**config.mk**
```make
export PLATFORM = sky130hd
export DESIGN_NAME = pc_fetch_ctrl
export DESIGN_NICKNAME = d
export VERILOG_FILES = /design/src/rtl/pc_fetch_ctrl.sv
export SDC_FILE = /design/constraint.sdc
export NUM_CORES = 1
export LEC_CHECK = 0
export BUFFER_PORTS_ARGS = -buffer_cell sky130_fd_sc_hd__buf_2
export CAP_MARGIN = 5
export CORE_MARGIN = 2
export CORE_UTILIZATION = 30
export DETAILED_ROUTE_END_ITERATION = 8
export GPL_TIMING_DRIVEN = 0
export PLACE_DENSITY = 0.57
export SETUP_SLACK_MARGIN = 0.2
export SYNTH_ARGS = -nofsm -noshare
export SYNTH_HDL_FRONTEND = slang
export SYNTH_SLANG_ARGS = --single-unit
```
**constraint.sdc**
```tcl
create_clock -name clk -period 7.44 [get_ports clk]
set_clock_uncertainty 0.2 [all_clocks]
set_input_delay 1.116 -clock clk [delete_from_list [all_inputs] [get_ports clk]]
set_output_delay 1.116 -clock clk [all_outputs]
set_load 0.005 [all_outputs]
```
**src/rtl/pc_fetch_ctrl.sv**
```systemverilog
// PC holder and fetch controller: sequential / redirect next-PC, valid-ready fetch to
// instruction memory, one-entry instruction buffer to decode. Option: PC_MISALIGN_CHECK_EN.
`timescale 1ns/1ps
module pc_fetch_ctrl #(
    parameter int              XLEN       = 32,
    parameter int              ILEN       = 32,
    parameter logic [XLEN-1:0] RESET_VEC  = 32'h8000_0000,
    parameter int              INST_BYTES = 4
) (
    input  logic            clk,
    input  logic            rst,
    input  logic            redirect_valid,
    input  logic [XLEN-1:0] redirect_base,
    input  logic [XLEN-1:0] redirect_offset,
    input  logic            halt,
    output logic            ifu_req_valid,
    input  logic            ifu_req_ready,
    output logic [XLEN-1:0] ifu_req_addr,
    input  logic            ifu_rsp_valid,
    input  logic [ILEN-1:0] ifu_rsp_data,
    output logic            inst_valid,
    input  logic            inst_ready,
    output logic [ILEN-1:0] inst,
    output logic [XLEN-1:0] inst_pc,
    output logic            halted,
    output logic            misalign_err
);

    typedef enum logic [1:0] {
        ST_REQ     = 2'd0,
        ST_WAIT    = 2'd1,
        ST_DELIVER = 2'd2,
        ST_HALTED  = 2'd3
    } state_t;

    localparam logic [XLEN-1:0] ALIGN_MASK = XLEN'(INST_BYTES - 1);
    localparam logic [XLEN-1:0] PC_STEP    = XLEN'(INST_BYTES);

    state_t          state_q, state_d;
    logic [XLEN-1:0] pc_q, pc_d;
    logic [ILEN-1:0] inst_q, inst_d;
    logic [XLEN-1:0] inst_pc_q, inst_pc_d;
    logic            inst_valid_q, inst_valid_d;
    logic            drop_q, drop_d;
    logic            halt_seen_q, halt_seen_d;
    logic            misalign_q, misalign_d;

    logic [XLEN-1:0] target_raw_s;
    logic [XLEN-1:0] target_s;
    logic            redir_s;
    logic            hlt_s;
    logic            req_hs_s;

    assign target_raw_s = redirect_base + redirect_offset;
    assign hlt_s        = halt | halt_seen_q;
    assign req_hs_s     = (state_q == ST_REQ) && ifu_req_ready;

`ifdef PC_MISALIGN_CHECK_EN
    // A misaligned target cancels the redirect outright and is only reported.
    assign target_s   = target_raw_s;
    assign redir_s    = redirect_valid && ((target_raw_s & ALIGN_MASK) == {XLEN{1'b0}});
    assign misalign_d = redirect_valid && ((target_raw_s & ALIGN_MASK) != {XLEN{1'b0}})
                        && (state_q != ST_HALTED);
`else
    assign target_s   = target_raw_s & ~ALIGN_MASK;
    assign redir_s    = redirect_valid;
    assign misalign_d = 1'b0;
`endif

    // Next-state, next-PC and instruction buffer update.
    always_comb begin
        state_d      = state_q;
        pc_d         = pc_q;
        inst_d       = inst_q;
        inst_pc_d    = inst_pc_q;
        inst_valid_d = inst_valid_q;
        drop_d       = drop_q;
        halt_seen_d  = halt_seen_q | halt;
        case (state_q)
            ST_REQ: begin
                if (hlt_s && !req_hs_s) begin
                    state_d = ST_HALTED;
                end else if (req_hs_s) begin
                    state_d = ST_WAIT;
                    if (redir_s && !hlt_s) begin
                        pc_d   = target_s;
                        drop_d = 1'b1;
                    end else begin
                        drop_d = drop_q;
                    end
                end else if (redir_s) begin
                    pc_d = target_s;
                end else begin
                    pc_d = pc_q;
                end
            end
            ST_WAIT: begin
                if (ifu_rsp_valid) begin
                    drop_d = 1'b0;
                    if (hlt_s) begin
                        state_d = ST_HALTED;
                    end else if (redir_s) begin
                        pc_d    = target_s;
                        state_d = ST_REQ;
                    end else if (drop_q) begin
                        state_d = ST_REQ;
                    end else begin
                        inst_d       = ifu_rsp_data;
                        inst_pc_d    = pc_q;
                        inst_valid_d = 1'b1;
                        state_d      = ST_DELIVER;
                    end
                end else if (redir_s && !hlt_s) begin
                    // Response for the old PC is still in flight; mark it stale.
                    pc_d   = target_s;
                    drop_d = 1'b1;
                end else begin
                    state_d = ST_WAIT;
                end
            end
            ST_DELIVER: begin
                if (inst_ready) begin
                    inst_valid_d = 1'b0;
                    if (hlt_s) begin
                        pc_d    = pc_q + PC_STEP;
                        state_d = ST_HALTED;
                    end else if (redir_s) begin
                        pc_d    = target_s;
                        state_d = ST_REQ;
                    end else begin
                        pc_d    = pc_q + PC_STEP;
                        state_d = ST_REQ;
                    end
                end else if (redir_s && !hlt_s) begin
                    inst_valid_d = 1'b0;
                    pc_d         = target_s;
                    state_d      = ST_REQ;
                end else begin
                    state_d = ST_DELIVER;
                end
            end
            ST_HALTED: begin
                inst_valid_d = 1'b0;
            end
            default: begin
                state_d      = ST_REQ;
                inst_valid_d = 1'b0;
            end
        endcase
    end

    // State and datapath registers.
    always_ff @(posedge clk or negedge rst) begin
        if (!rst) begin
            state_q      <= ST_REQ;
            pc_q         <= RESET_VEC;
            inst_q       <= {ILEN{1'b0}};
            inst_pc_q    <= {XLEN{1'b0}};
            inst_valid_q <= 1'b0;
            drop_q       <= 1'b0;
            halt_seen_q  <= 1'b0;
            misalign_q   <= 1'b0;
        end else begin
            state_q      <= state_d;
            pc_q         <= pc_d;
            inst_q       <= inst_d;
            inst_pc_q    <= inst_pc_d;
            inst_valid_q <= inst_valid_d;
            drop_q       <= drop_d;
            halt_seen_q  <= halt_seen_d;
            misalign_q   <= misalign_d;
        end
    end

    // In REQ the architectural PC is always the address being requested.
    assign ifu_req_valid = (state_q == ST_REQ);
    assign ifu_req_addr  = pc_q;
    assign inst_valid    = inst_valid_q;
    assign inst          = inst_q;
    assign inst_pc       = inst_pc_q;
    assign halted        = (state_q == ST_HALTED);
    assign misalign_err  = misalign_q;

endmodule

```
Word-level counts from Yosys, hierarchy flattened --
Index checks and enable logic that the tools add are counted. W data, S select, Z words.
Word-level totals: register bits after elaboration 101, bits of input ports 103, output and inout bits 100
Cells by class: add/sub/neg operators 2, equality and inequality tests 13, mux-type cells 33, bitwise gates (word level) 4, reductions and logical operators 14
Operators with widths (count):
- $mux W32 | 9
- $pmux W32 S3 | 1
- $add A32 B3 Y32 const B | 1
- $add A32 B32 Y32 | 1
- $mux W2 | 10
- $mux W1 | 10
- $ne A2 B2 Y1 const B | 5
- $ne A3 B3 Y1 const B | 3
- $reduce_and A3 Y1 | 3
- $pmux W2 S3 | 1
- $reduce_and A6 Y1 | 1
- $reduce_bool A3 Y1 | 2
- $reduce_and A5 Y1 | 1
- $eq A2 B2 Y1 const B | 2
- $logic_and A1 B1 Y1 | 3
- $ne A3 B1 Y1 const B | 1
- $not A1 Y1 | 3
- $pmux W1 S3 | 1
- $eq A2 B1 Y1 const B | 1
- $logic_not A1 Y1 | 2
- $logic_not A2 Y1 | 1
- $ne A2 B1 Y1 const B | 1
- $pmux W1 S2 | 1
- $reduce_bool A2 Y1 | 1
- $or A1 B1 Y1 | 1

Depth between registers and ports, before layout --
depth in word-level cells 7, gate-level depth with buffers 13, gate-level depth less buffers 11

Least setup slack after synthesis --
Ideal clock, no wire load.
kind in2reg, start input redirect_base[3], end register pc_q[23], in the netlist ifu_req_addr[23], setup time 0.136 ns, data arrival time 3.430 ns, slack 3.674 ns, stages 10, cell sequence ha_1 -> or3_4 -> o221a_4 -> nand3_1 -> a21oi_1 -> or4b_1 -> a21oi_2 -> mux2_2 -> o21ai_0 -> a21oi_1
On the way: word-level cells in the longest chain between the ends 5, elaborated cells between the ends (all ways) 11, classes of those cells 1 x add/sub; 10 x mux
RTL lines:
- start: declaration | RTL line 13 | input logic [XLEN-1:0] redirect_base,
- $add A32 B32 Y32 * | RTL line 54 | assign target_raw_s = redirect_base + redirect_offset;
- $mux W32, on equally long branches
- $mux W32, on equally long branches | RTL line 124, 100, 83
- $mux W32, on equally long branches | RTL line 122, 81, 98
- $pmux W32 S3 * | RTL line 79 | case (state_q)
- end signal: assignment | RTL line 165 | pc_q <= pc_d;
- end: declaration | RTL line 40 | logic [XLEN-1:0] pc_q, pc_d;
Mark *: on every way between the ends. The rest lies on a longest branch, timed or not. The select of a mux whose other input is x is not followed. A chain may end at the register's enable or synchronous reset.

Final worst setup path --
start input redirect_valid, end register pc_q[30], in the netlist ifu_req_addr[30]
On the way: word-level cells in the longest chain between the ends 5, elaborated cells between the ends (all ways) 11, classes of those cells 10 x mux; 1 x reduce/logical
RTL lines:
- start: declaration | RTL line 12 | input logic redirect_valid,
- $logic_and A1 B1 Y1 | RTL line 85, 113, 134
- $mux W32 (3 in series)
- $pmux W32 S3 * | RTL line 79
Marked as above.

==> flow_summary.rst <==
.. list-table::
   :header-rows: 1

   * - Metric
     - Value
   * - Area Growth Syn to Fin
     - 23.62%
   * - Worst min-delay path category
     - register to register
   * - Ports placed on the boundary
     - 203
   * - Cts-stage hold buffer count
     - 0
   * - Via-per-instance ratio
     - 5.435
   * - Number of buffer and inverter instances along the worst setup path
     - 2
   * - Detailed Routing Iterations Pass 1
     - 7
   * - Gate Count Post-Synth
     - 849
   * - P_sw
     - 1.374 mW
   * - Sequential share of power
     - 0.286
   * - Number of DRC violations after detailed-routing iteration 0
     - 642
   * - Placed cell count
     - 1374
   * - TritonCTS clock tree
     - done
   * - Detail Route Antenna Nets
     - 0
   * - Ratio of cells with drive above 1 in the final layout
     - 0.2833
   * - Seq cells post-synth
     - 101
   * - Highest clock rate
     - 230.2 MHz
   * - PortBufs
     - 200
   * - Share of synthesized flip-flops with an asynchronous set or reset
     - 1.000
   * - Pwr dens
     - 313.2 nW/um^2
   * - Height of the die
     - 160.4 um
   * - Worst Setup Start Kind
     - primary input
   * - Post-synth EDFFs
     - 0
   * - Placeable Area
     - 24180 um^2
   * - Part of the total power dissipated in the clock network
     - 0.172
   * - Die outline area
     - 25740 um^2
   * - Horiz. Die Dim
     - 160.4 um
   * - Min cycle time layout
     - 4.344 ns
   * - Dominant cell type by area after synthesis
     - sky130_fd_sc_hd__dfrtp_1
   * - Cells along the critical path
     - buf_2 -> clkinv_1 -> a31oi_1 -> o21ai_0 -> nor2_1 -> a21oi_1 -> o211ai_1 -> a21oi_1 -> o2bb2ai_1
   * - Vias in the first global route
     - 7099
   * - Cell with the most instances after synthesis
     - sky130_fd_sc_hd__dfrtp_1
   * - Int Power
     - 1.468 mW
   * - Share of power burned in combinational logic
     - 0.542
   * - Insertion delay of the later-clocked pin in the worst-skew pair
     - 0.35 ns
   * - Share of synthesized area occupied by flip-flops and latches
     - 0.3445
   * - Fraction of power spent switching nets
     - 0.4835
   * - Proportion of netlist area held by the largest area contributor
     - 0.3409
   * - Maximum fanout along the worst path
     - 10
   * - Critical path data required time
     - 7.48 ns
   * - Setup crit end kind
     - register
   * - Worst setup path class
     - primary input to register
   * - Status
     - completed
   * - Pin slew with the least headroom to its limit
     - 1.312 ns
   * - Number of maximum-capacitance constraint violations
     - 0
   * - Number of nets at the end of the flow
     - 1199
   * - Final wirelength
     - 26520 um
   * - Effective utilization at floorplan
     - 0.3036
   * - Std cell rows
     - 57
   * - # DRC
     - 0
   * - Final cycle utilization of the critical path
     - 0.5839
   * - Largest net degree at the start of global routing
     - 68
   * - Top FF cell, synth
     - sky130_fd_sc_hd__dfrtp_1
   * - Leading post-synthesis cells by instance count
     - sky130_fd_sc_hd__dfrtp_1, sky130_fd_sc_hd__nand2_1, sky130_fd_sc_hd__nor2_1
   * - Crit-path max cell delay
     - 1.06 ns
   * - Most frequent cell on the critical path
     - sky130_fd_sc_hd__a21oi_1
   * - Slowest stage cell on the critical path
     - sky130_fd_sc_hd__a31oi_1
   * - Master cell of the clock root buffer
     - sky130_fd_sc_hd__clkbuf_16
   * - Final setup vio count
     - 0
   * - Top post-synthesis cells by area
     - sky130_fd_sc_hd__dfrtp_1, sky130_fd_sc_hd__mux2_2, sky130_fd_sc_hd__ha_1
   * - Syn_nets
     - 987
   * - Post-CTS setup buffer count
     - 0
   * - Number of CTS-inserted buffers
     - 9
   * - Count of yosys warnings during synthesis
     - 0
   * - Max IR drop VDD
     - 0.1312 mV
   * - Placement Cell Area
     - 8777 um^2
   * - Final setup TNS
     - 0 ns
   * - Leakage
     - 4.252 nW
   * - Number of library cell types mapped by synthesis
     - 72
   * - Number of gates given a new drive strength after cts
     - 0
   * - H-tree level count
     - 3
   * - Setup repair after global routing missed its margin
     - false
   * - Final std cell area, no fill
     - 9075 um^2
   * - Cell type group with the largest total delay on the critical path
     - compound AO/OA/AOI/OAI gates
   * - Max-slew violation count
     - 0
   * - Remaining global-route overflow
     - 0
   * - Final Hold Viols
     - 0
   * - Antenna fix cells
     - 0
   * - Data arrival at the endpoint of the critical path
     - 4.39 ns
   * - Worst slew margin relative to its limit
     - 0.1210
   * - Mean instance size in the synthesized netlist
     - 8.646 um^2
   * - Weighted congestion at the end of routability-driven global placement
     - 0.9784
   * - Number of clock sinks
     - 101
   * - Final standard cell count with taps included and fillers excluded
     - 1390
   * - Wire length of the first global-routing pass
     - 40980 um
   * - CTS Buffer Depth
     - 2
   * - Summed instance area of the synthesized netlist
     - 7341 um^2
   * - Antenna violations before repair
     - 0
   * - GRT Total Usage
     - 0.2018
   * - Wire length per cell after detailed routing
     - 19.08 um
   * - Clock-pin slew on the worst setup and hold paths
     - 0.08 ns
   * - Routed via count
     - 7554
   * - Post-detail-place hpwl
     - 20320 um
-- power by group through the flow --
stage / registers (mW) / logic (mW) / clock network [mW]
floorplan: 0.776 / 0.964 / 0
detailed placement: 0.822 / 1.51 / 0
CTS: 0.812 / 1.52 / 0.501
finish: 0.813 / 1.54 / 0.487
global route: 0.832 / 1.69 / 0.524
global placement: 0.820 / 1.50 / 0
-- registers in the layout, indices dropped and copies added (netlist names) --
register      flops
drop_q            1
halt_seen_q       1
ifu_req_addr     32
inst             32
inst_pc          32
inst_valid        1
state_q           2
-- area by class of cell --
class | count | area [um^2]
fill | 2529 | 15100
inverter | 16 | 60.06
tap | 324 | 405.4
buffer | 54 | 214.0
multi-input combinational | 678 | 4538
clock inverter | 7 | 72.57
sequential | 101 | 2529
timing repair buffer | 201 | 1031
clock buffer | 9 | 225.2
-- cell families (layout without fill, tap and decap cells) --
logic type / Yosys count / count (layout) / share of synthesized area
buffers and inverters: 70 / 287 / 0.03733
adder cells (fa/ha/maj): 35 / 35 / 0.05966
AO/OA/AOI/OAI: 277 / 277 / 0.2424
other: 1 / 1 / 0.0005108
flip-flops: 101 / 101 / 0.3445
multiplexers: 73 / 73 / 0.1106
XOR/XNOR: 33 / 33 / 0.03937
AND/OR/NAND/NOR: 259 / 259 / 0.1657
-- worst min-delay path, cell delays in order, from the launching register on --
cell                      delay, ns
sky130_fd_sc_hd__dfrtp_1       0.34
sky130_fd_sc_hd__nand2_1       0.05
sky130_fd_sc_hd__o31ai_1       0.05
-- layout by cell type, fill, tap and decap left out, types with 12 or more instances in the layout --
cell,n
sky130_fd_sc_hd__nand4_1,16
sky130_fd_sc_hd__xor2_1,12
sky130_fd_sc_hd__nand3_1,25
sky130_fd_sc_hd__mux2_2,65
sky130_fd_sc_hd__clkbuf_1,44
sky130_fd_sc_hd__o22ai_1,23
sky130_fd_sc_hd__a31oi_1,16
sky130_fd_sc_hd__dfrtp_1,100
sky130_fd_sc_hd__nand2_1,80
sky130_fd_sc_hd__a211oi_1,15
sky130_fd_sc_hd__nor2_1,77
sky130_fd_sc_hd__nor3_1,16
sky130_fd_sc_hd__ha_1,35
sky130_fd_sc_hd__xnor2_1,21
sky130_fd_sc_hd__buf_2,204
sky130_fd_sc_hd__inv_1,14
sky130_fd_sc_hd__a21oi_1,72
sky130_fd_sc_hd__o21ai_0,68
-- metrics by stage --
step                      hold WS, ns  setup WS, ns  power, mW    util
after floorplan                0.2719         3.674      1.740       -
after global placement         0.2584         2.858      2.319  0.3618
after detailed placement       0.2606         2.916      2.330  0.3630
after CTS                      0.2759         3.282      2.829  0.3754
after global routing           0.3111         3.026      3.044  0.3754
final                          0.2695         3.096      2.842  0.3754
-- worst paths after layout --
path                                 from               end  slack (ns)  cells after the start
setup / recovery           redirect_valid  ifu_req_addr[30]        3.10                      9
hold / removal                 inst_valid        inst_valid        0.27                      2
setup reg to reg              halt_seen_q  ifu_req_addr[30]        3.73                      9
hold reg to reg                inst_valid        inst_valid        0.27                      2
max in group asynchronous             rst  ifu_req_addr[31]        5.79                      2
min in group asynchronous             rst  ifu_req_addr[13]        0.52                      1
-- routing by layer --
metal	track usage	wire [um]	up-vias	share of wire
li1	-	-	3588	-
met3	0.02996	2030	30	0.077
met5	0	0	-	0
met4	0.05446	445	0	0.017
met2	0.3141	11640	352	0.44
met1	0.2923	12410	3584	0.47
Note: power is estimated with default switching activity, not from simulation.
